$ cat src/rtl/carfield_mbox_fifo.sv
// Carfield mailbox: host port (a) and island port (b) exchange words through two
// independent FIFOs (AB: a->b, BA: b->a), with per-side status, threshold IRQ and flush.
module carfield_mbox_fifo #(
    parameter int unsigned DataWidth = 32,
    parameter int unsigned Depth     = 8,
    parameter int unsigned AddrWidth = 12
) (
    input  logic                 clk_i,
    input  logic                 rst_ni,
    input  logic                 a_req_i,
    input  logic                 a_we_i,
    input  logic [AddrWidth-1:0] a_addr_i,
    input  logic [DataWidth-1:0] a_wdata_i,
    output logic                 a_gnt_o,
    output logic                 a_rvalid_o,
    output logic [DataWidth-1:0] a_rdata_o,
    output logic                 a_err_o,
    output logic                 a_irq_o,
    input  logic                 b_req_i,
    input  logic                 b_we_i,
    input  logic [AddrWidth-1:0] b_addr_i,
    input  logic [DataWidth-1:0] b_wdata_i,
    output logic                 b_gnt_o,
    output logic                 b_rvalid_o,
    output logic [DataWidth-1:0] b_rdata_o,
    output logic                 b_err_o,
    output logic                 b_irq_o
);

    localparam int unsigned PtrWidth = $clog2(Depth);
    localparam int unsigned CntWidth = $clog2(Depth) + 1;
    localparam logic [CntWidth-1:0] CntFull = CntWidth'(Depth);

    typedef enum logic [2:0] {
        RegTxData = 3'd0,
        RegRxData = 3'd1,
        RegStatus = 3'd2,
        RegIrqEn  = 3'd3,
        RegThresh = 3'd4,
        RegClr    = 3'd5,
        RegNone   = 3'd7
    } reg_e;

    // Index 0 is side a / FIFO AB, index 1 is side b / FIFO BA.
    // Side s pushes FIFO s and pops FIFO 1-s.
    logic [1:0]                req, we;
    logic [1:0][AddrWidth-1:0] addr;
    logic [1:0][DataWidth-1:0] wdata;

    assign req   = {b_req_i, a_req_i};
    assign we    = {b_we_i, a_we_i};
    assign addr  = {b_addr_i, a_addr_i};
    assign wdata = {b_wdata_i, a_wdata_i};

    logic unused_addr_lsbs;
    assign unused_addr_lsbs = ^{a_addr_i[1:0], b_addr_i[1:0]};

    logic [DataWidth-1:0]      mem_q [2][Depth];
    logic [1:0][PtrWidth-1:0]  wptr_q, wptr_d, rptr_q, rptr_d;
    logic [1:0][CntWidth-1:0]  cnt_q, cnt_d, thresh_q, thresh_d;
    logic [1:0]                irq_en_q, irq_en_d, ovf_q, ovf_d, irq_q, irq_d;
    logic [1:0]                rvalid_q, err_q, err_d;
    logic [1:0][DataWidth-1:0] rdata_q, rdata_d, head;
    logic [1:0]                full, empty, push_req, push_ok, pop_ok, flush, do_push;

    for (genvar f = 0; f < 2; f++) begin : g_fifo
        localparam int R = 1 - f;

        assign full[f]    = (cnt_q[f] == CntFull);
        assign empty[f]   = (cnt_q[f] == '0);
        assign head[f]    = mem_q[f][rptr_q[f]];
        // A flush by the reader wins over a same-cycle push, which is silently dropped.
        assign do_push[f] = push_ok[f] & ~flush[R];
        assign cnt_d[f]   = flush[R] ? '0
                          : cnt_q[f] + CntWidth'(do_push[f]) - CntWidth'(pop_ok[R]);
        assign wptr_d[f]  = flush[R] ? '0 : wptr_q[f] + PtrWidth'(do_push[f]);
        assign rptr_d[f]  = flush[R] ? '0 : rptr_q[f] + PtrWidth'(pop_ok[R]);
    end

    for (genvar s = 0; s < 2; s++) begin : g_side
        localparam int R = 1 - s;

        reg_e                 sel;
        logic                 wr_clr, clr_ovf, wr_irq_en, wr_thresh, err_c;
        logic [CntWidth-1:0]  thresh_eff;
        logic [DataWidth-1:0] rdata_c;

        // NOTE: every always_comb output gets a default first so no path can infer a latch.
        always_comb begin
            sel = RegNone;
            if (addr[s][AddrWidth-1:5] == '0) begin
                case (addr[s][4:2])
                    3'd0:    sel = RegTxData;
                    3'd1:    sel = RegRxData;
                    3'd2:    sel = RegStatus;
                    3'd3:    sel = RegIrqEn;
                    3'd4:    sel = RegThresh;
                    3'd5:    sel = RegClr;
                    default: sel = RegNone;
                endcase
            end
        end

        assign wr_clr      = req[s] & we[s] & (sel == RegClr);
        assign wr_irq_en   = req[s] & we[s] & (sel == RegIrqEn);
        assign wr_thresh   = req[s] & we[s] & (sel == RegThresh);
        assign clr_ovf     = wr_clr & wdata[s][0];
        assign flush[s]    = wr_clr & wdata[s][1];
        assign push_req[s] = req[s] & we[s] & (sel == RegTxData);
        assign push_ok[s]  = push_req[s] & ~full[s];
        assign pop_ok[s]   = req[s] & ~we[s] & (sel == RegRxData) & ~empty[R];

        assign irq_en_d[s] = wr_irq_en ? wdata[s][0] : irq_en_q[s];
        assign thresh_d[s] = wr_thresh ? wdata[s][CntWidth-1:0] : thresh_q[s];
        assign ovf_d[s]    = (ovf_q[s] & ~clr_ovf) | (push_req[s] & full[s]);
        assign thresh_eff  = (thresh_d[s] == '0) ? CntWidth'(1) : thresh_d[s];
        assign irq_d[s]    = irq_en_d[s] & (cnt_d[R] >= thresh_eff);

        always_comb begin
            case (sel)
                RegTxData:           err_c = ~we[s] | full[s];
                RegRxData:           err_c = we[s] | empty[R];
                RegStatus:           err_c = we[s];
                RegIrqEn, RegThresh: err_c = 1'b0;
                RegClr:              err_c = ~we[s];
                default:             err_c = 1'b1;
            endcase
            err_c   = err_c & req[s];
            rdata_c = '0;
            if (req[s] && !we[s] && !err_c) begin
                case (sel)
                    RegRxData: rdata_c = head[R];
                    RegStatus: begin
                        rdata_c[0]               = empty[R];
                        rdata_c[1]               = full[s];
                        rdata_c[2]               = ovf_q[s];
                        rdata_c[8 +: CntWidth]   = cnt_q[R];
                        rdata_c[16 +: CntWidth]  = cnt_q[s];
                    end
                    RegIrqEn:  rdata_c = DataWidth'(irq_en_q[s]);
                    RegThresh: rdata_c = DataWidth'(thresh_q[s]);
                    default:   rdata_c = '0;
                endcase
            end
        end

        assign err_d[s]   = err_c;
        assign rdata_d[s] = rdata_c;
    end

    // NOTE: sequential state uses non-blocking assignments so every register samples pre-edge values.
    always_ff @(posedge clk_i or negedge rst_ni) begin
        if (!rst_ni) begin
            // NOTE: FIFO storage is cleared on reset as well, so no stale message survives it.
            for (int f = 0; f < 2; f++) begin
                for (int i = 0; i < int'(Depth); i++) begin
                    mem_q[f][i] <= '0;
                end
            end
            wptr_q   <= '0;
            rptr_q   <= '0;
            cnt_q    <= '0;
            thresh_q <= {2{CntWidth'(1)}};
            irq_en_q <= '0;
            ovf_q    <= '0;
            irq_q    <= '0;
            rvalid_q <= '0;
            err_q    <= '0;
            rdata_q  <= '0;
        end else begin
            for (int f = 0; f < 2; f++) begin
                if (do_push[f]) begin
                    mem_q[f][wptr_q[f]] <= wdata[f];
                end
            end
            wptr_q   <= wptr_d;
            rptr_q   <= rptr_d;
            cnt_q    <= cnt_d;
            thresh_q <= thresh_d;
            irq_en_q <= irq_en_d;
            ovf_q    <= ovf_d;
            irq_q    <= irq_d;
            rvalid_q <= req;
            err_q    <= err_d;
            rdata_q  <= rdata_d;
        end
    end

    assign a_gnt_o    = a_req_i;
    assign b_gnt_o    = b_req_i;
    assign a_rvalid_o = rvalid_q[0];
    assign b_rvalid_o = rvalid_q[1];
    assign a_rdata_o  = rdata_q[0];
    assign b_rdata_o  = rdata_q[1];
    assign a_err_o    = err_q[0];
    assign b_err_o    = err_q[1];
    assign a_irq_o    = irq_q[0];
    assign b_irq_o    = irq_q[1];

endmodule

$ cat config.mk
export PLATFORM = sky130hd
export DESIGN_NAME = carfield_mbox_fifo
export DESIGN_NICKNAME = d
export VERILOG_FILES = /design/src/rtl/carfield_mbox_fifo.sv
export SDC_FILE = /design/constraint.sdc
export NUM_CORES = 1
export LEC_CHECK = 0
export BUFFER_PORTS_ARGS = -buffer_cell sky130_fd_sc_hd__buf_2
export CAP_MARGIN = 20
export CORE_MARGIN = 8
export CORE_UTILIZATION = 60
export CTS_CLUSTER_DIAMETER = 80
export DETAILED_ROUTE_END_ITERATION = 10
export PLACE_DENSITY_LB_ADDON = 0.15
export SKIP_CTS_REPAIR_TIMING = 1
export SYNTH_ARGS = -nofsm -noshare
export SYNTH_HDL_FRONTEND = slang
export SYNTH_SLANG_ARGS = --single-unit
$ cat constraint.sdc
create_clock -name clk_i -period 5.9 [get_ports clk_i]
set_input_delay 1.18 -clock clk_i [delete_from_list [all_inputs] [get_ports clk_i]]
set_output_delay 1.18 -clock clk_i [all_outputs]
set_load 0.02 [all_outputs]
# == Word level (Yosys, flattened, before mapping) ==
# Cells that the tools add are included.
# word_totals
reg_bits,614
latch_bits,0
ramBits,0
rom_bits,0
inputBits,94
out_inout_bits,72
elab_cells,187
memories,0
# op_classes
addsub,8
n_mul,0
div_mod_pow,0
order_cmp,8
eq_ne,22
shifts,0
mux,44
bitwise_logic,52
reduce_logical,22
# ops
operator,n
$bwmux 256,2
$mux 32,8
$bmux 32 s3,2
$demux 32 s3,2
$pmux 3 s6,2
$and 1x1->1,32
$mux 4,8
$pmux 4 s2,4
$eq 3x2->1 const B,8
$eq 3x3->1 const B,8
$mux 12,2
$pmux 3 s4,2
$pmux 5 s2,2
$mux 3,6
$ge 4x4->1 const B,4
$logic_not 4->1,4
$not 3->4,4
$logic_not 7->1,2
$add 3x1->3,4
$eq 3x1->1 const B,4
$logic_not 3->1,4
$not 1->1,10
$pmux 1 s5,2
$add 4x1->4,2
other kinds (9),28

# == Logic depth before layout (Yosys ltp) ==
# logic_depth
word_depth,13
ltp_mapped,19
mapped_depth_nobuf,18

# == Least setup slack after synthesis ==
# No wires, ideal clock.
# synth_timing
path_type,input to register
from,input port b_addr_i[7]
to,register irq_q[1]
setup_ps,119
arrival_ps,4324
required_time_ps,5781
setup_slack_ps,1457
cell_stages,16
n_path_buf,1
cell_sequence,nor4_4 > nand2_1 > nor4b_1 > nand3_1 > clkbuf_1 > inv_1 > ha_1 > inv_1 > ha_1 > fa_1 > and2_1 > ha_1 > a21o_1 > a21oi_1 > nor2b_1 > o21a_1
# synth_rtl
element,line,rtl
start: declaration,21,"input logic [AddrWidth-1:0] b_addr_i,"
end signal: assignment,182,irq_q <= irq_d;
end: declaration,61,"logic [1:0] irq_en_q, irq_en_d, ovf_q, ovf_d, irq_q, irq_d;"

==> summary.md <==
| Metric | Value |
|---|---|
| GRT Residual Overflow | 0 |
| Post-synth net total | 1906 |
| Setup CP Type | input port to register |
| Final worst slack | 1310 ps |
| Register area share after synthesis | 0.561 |
| Fmax | 0.218 GHz |
| Synth-to-Final Area Change | 12.4% |
| HP Class | register to register |
| Pre-antenna DRT Iters | 4 |
| FILL cells | 3050 |
| Req. time, crit path | 6400 ps |
| Via density | 6.09 |
| Gr usage total | 0.232 |
| Vias | 15689 |
| CTS Root Cell | clkbuf_16 |
| R2R setup slack | 1970 ps |
| I/O Pins | 166 |
| Nets | 2052 |
| 1st-iter DRT viols | 1075 |
| Syn avg cell area | 15.4 µm² |
| Die ar. | 0.0528 mm² |
| Crit path DAT | 5090 ps |
| FF-to-FF Start | cnt_q[6] |
| WL final | 60200 µm |
| Crit path from | b_addr_i[6] |
| Vias in the first global route | 16836 |
| CTS H-tree depth | 2 |
| Total leakage power | 14.9 nW |
| Crit path capture type | register |
| Worst vdd ir | 0.000335 V |
| Area leader, netlist | dfrtp_1 |
| Area share of the largest cell type after synthesis | 0.559 |
| Slew Viols, Final | 0 |
| Clk_skew | 20.4 ps |
| Final Setup Violations | 0 |
| Num CTS Buffers | 61 |
| Setup repair after global routing missed its margin | no |
| Die W | 230 µm |
| Port-buffer cells | 161 |
| Top post-synthesis cells by count | dfrtp_1 (612), mux2_2 (449), mux4_2 (128) |
| Worst setup endpoint | irq_q[1] |
| Synthesized instance count | 1782 |
| Post-layout util | 0.681 |
| Clock latency at the later pin of the worst-skew pair | 620 ps |
| Critical-path maximum fanout | 5 |
| Final Non-Filler Cells | 2578 |
| Starting Density | 0.606 |
| Placer Congestion | 0.824 |
| Capture point of the worst reg-to-reg path | irq_q[1] |
| Critical path launch point type | input port |
| Number of enable flip-flop cells after synthesis | 0 |
| Layout cells sized above 1 | 0.450 |
| Antenna-violating nets left | 0 |
| Most frequent cell after synthesis | dfrtp_1 |
| Standard-cell rows | 78 |
| Cells on worst reg2reg path | 17 |
| YS warnings | 0 |
| Floorplan Core Area | 0.0452 mm² |
| Clock sinks | 614 |
| Fin crit share | 0.779 |
| Final Critical Period | 4590 ps |
| Netlist cell types | 60 |
| Setup_tns | 0 ps |
| Clock buffer depth | 3 |
| Status | complete, no violations |
| Die H | 230 µm |
| Async SR Flop Fraction | 1.00 |
| Ys flop type | dfrtp_1 |
| #FFs+latches synth | 614 |
| Hold slack | 481 ps |
| PwrDens | 270 mW/mm² |
| Slew margin rel. | 0.298 |
| Placed Instances | 2464 |
| Worst Max-Slew Pin Slew | 1050 ps |
| Wire per inst | 23.4 µm |
| Detailed Place HPWL | 36100 µm |
| Final-report hold violation count | 0 |
| Pre-CTS WS | 798 ps |
| CTS clk-pin slew, worst paths | 60 ps |
| Power Total | 8.32 mW |
| Final Instance Area | 0.0308 mm² |
| Drc violations | 0 |
| Synth top area cells | dfrtp_1 (56%), mux2_2 (18%), mux4_2 (11%) |
| Netlist Area Pre-Place | 0.0274 mm² |
| CTS tree | yes |
| Largest net degree at the start of global routing | 130 |
| Max-Cap Viols | 0 |
| Global-route wire length before repair | 97100 µm |
| Initial antenna violation count | 12 |
| Placed Area | 0.0288 mm² |
[state kept, by name, summed over array words and instances, names as in the netlist]
| signal | flops |
|---|---|
| irq_en_q | 2 |
| b_rdata_o | 32 |
| mem_q | 512 |
| thresh_q | 8 |
| cnt_q | 8 |
| a_rdata_o | 32 |
| rptr_q | 6 |
| irq_q | 2 |
| rvalid_q | 2 |
| ovf_q | 2 |
| err_q | 2 |
| wptr_q | 6 |
[placed cells by master (no fill, tap or decap), drive strengths merged, types with 3 or more instances in the layout]
cell	instances
inv	25
a21o	4
ha	28
o21ai	11
o21a	3
nand3b	4
nor3b	5
nor2b	15
mux4	128
a21oi	30
nor4b	4
clkinv	9
and2	12
nand2b	29
and3	3
nand2	39
clkbuf	95
nor3	18
diode	4
buf	197
nand3	11
mux2i	42
mux2	520
dfrtp	612
nand4	5
nor2	61
xnor2	8
nor4	5
o211ai	23
[final cells by class]
class	count	area [µm²]	share of cell area
Multi-Input combinational cell	1031	11500	0.372
Antenna cell	4	10.0	0.000325
Inverter	23	86.3	0.00280
Sequential cell	614	15400	0.500
Tap cell	600	751	0.0244
Clock buffer	95	1780	0.0580
Timing Repair Buffer	197	1180	0.0384
Clock inverter	14	130	0.00423
[worst max-delay path, stage by stage]
cell and delay (ps):
buf_2 110, nor3_1 720, nand2_1 300, nor4b_1 600, nand3_1 190, inv_1 130
ha_1 230, inv_1 60, ha_1 190, fa_1 430, and2_1 170, ha_1 290
a21o_1 150, a21oi_1 130, nor2b_1 60, o21a_1 160
[cell families (layout without fill, tap and decap cells)]
logic type | after synthesis | after routing | share of synthesized area
other | 0 | 4 | 0
multiplexers | 690 | 690 | 0.334
adder cells (fa/ha/maj) | 30 | 30 | 0.0142
AO/OA/AOI/OAI | 80 | 80 | 0.0184
flip-flops | 614 | 614 | 0.561
XOR/XNOR | 9 | 9 | 0.00288
buffers and inverters | 137 | 329 | 0.0233
AND/OR/NAND/NOR | 222 | 222 | 0.0460
[metal layers]
metal / routed length (µm) / track usage
met1: 27800 / 0.338
met2: 27800 / 0.352
met3: 3460 / 0.0536
met4: 1110 / 0.0580
met5: 80 / 0
[power breakdown]
group	internal, mW	switching [mW]	leakage, nW
registers	4.23	0.0232	8.53
logic	0.122	0.233	5.41
clock network	2.15	1.56	0.943
[worst min-delay path by stage]
stage	startpoint	end	slack, ps	cells past startpoint
after detailed placement	mem_q[34]	mem_q[34]	470	1
after CTS	mem_q[34]	mem_q[34]	480	1
after floorplan	ovf_q[1]	ovf_q[1]	450	2
after global placement	mem_q[35]	mem_q[35]	460	1
final	mem_q[34]	mem_q[34]	480	1
after global routing	mem_q[59]	mem_q[59]	500	1
Note: power is estimated with default switching activity, not from simulation.
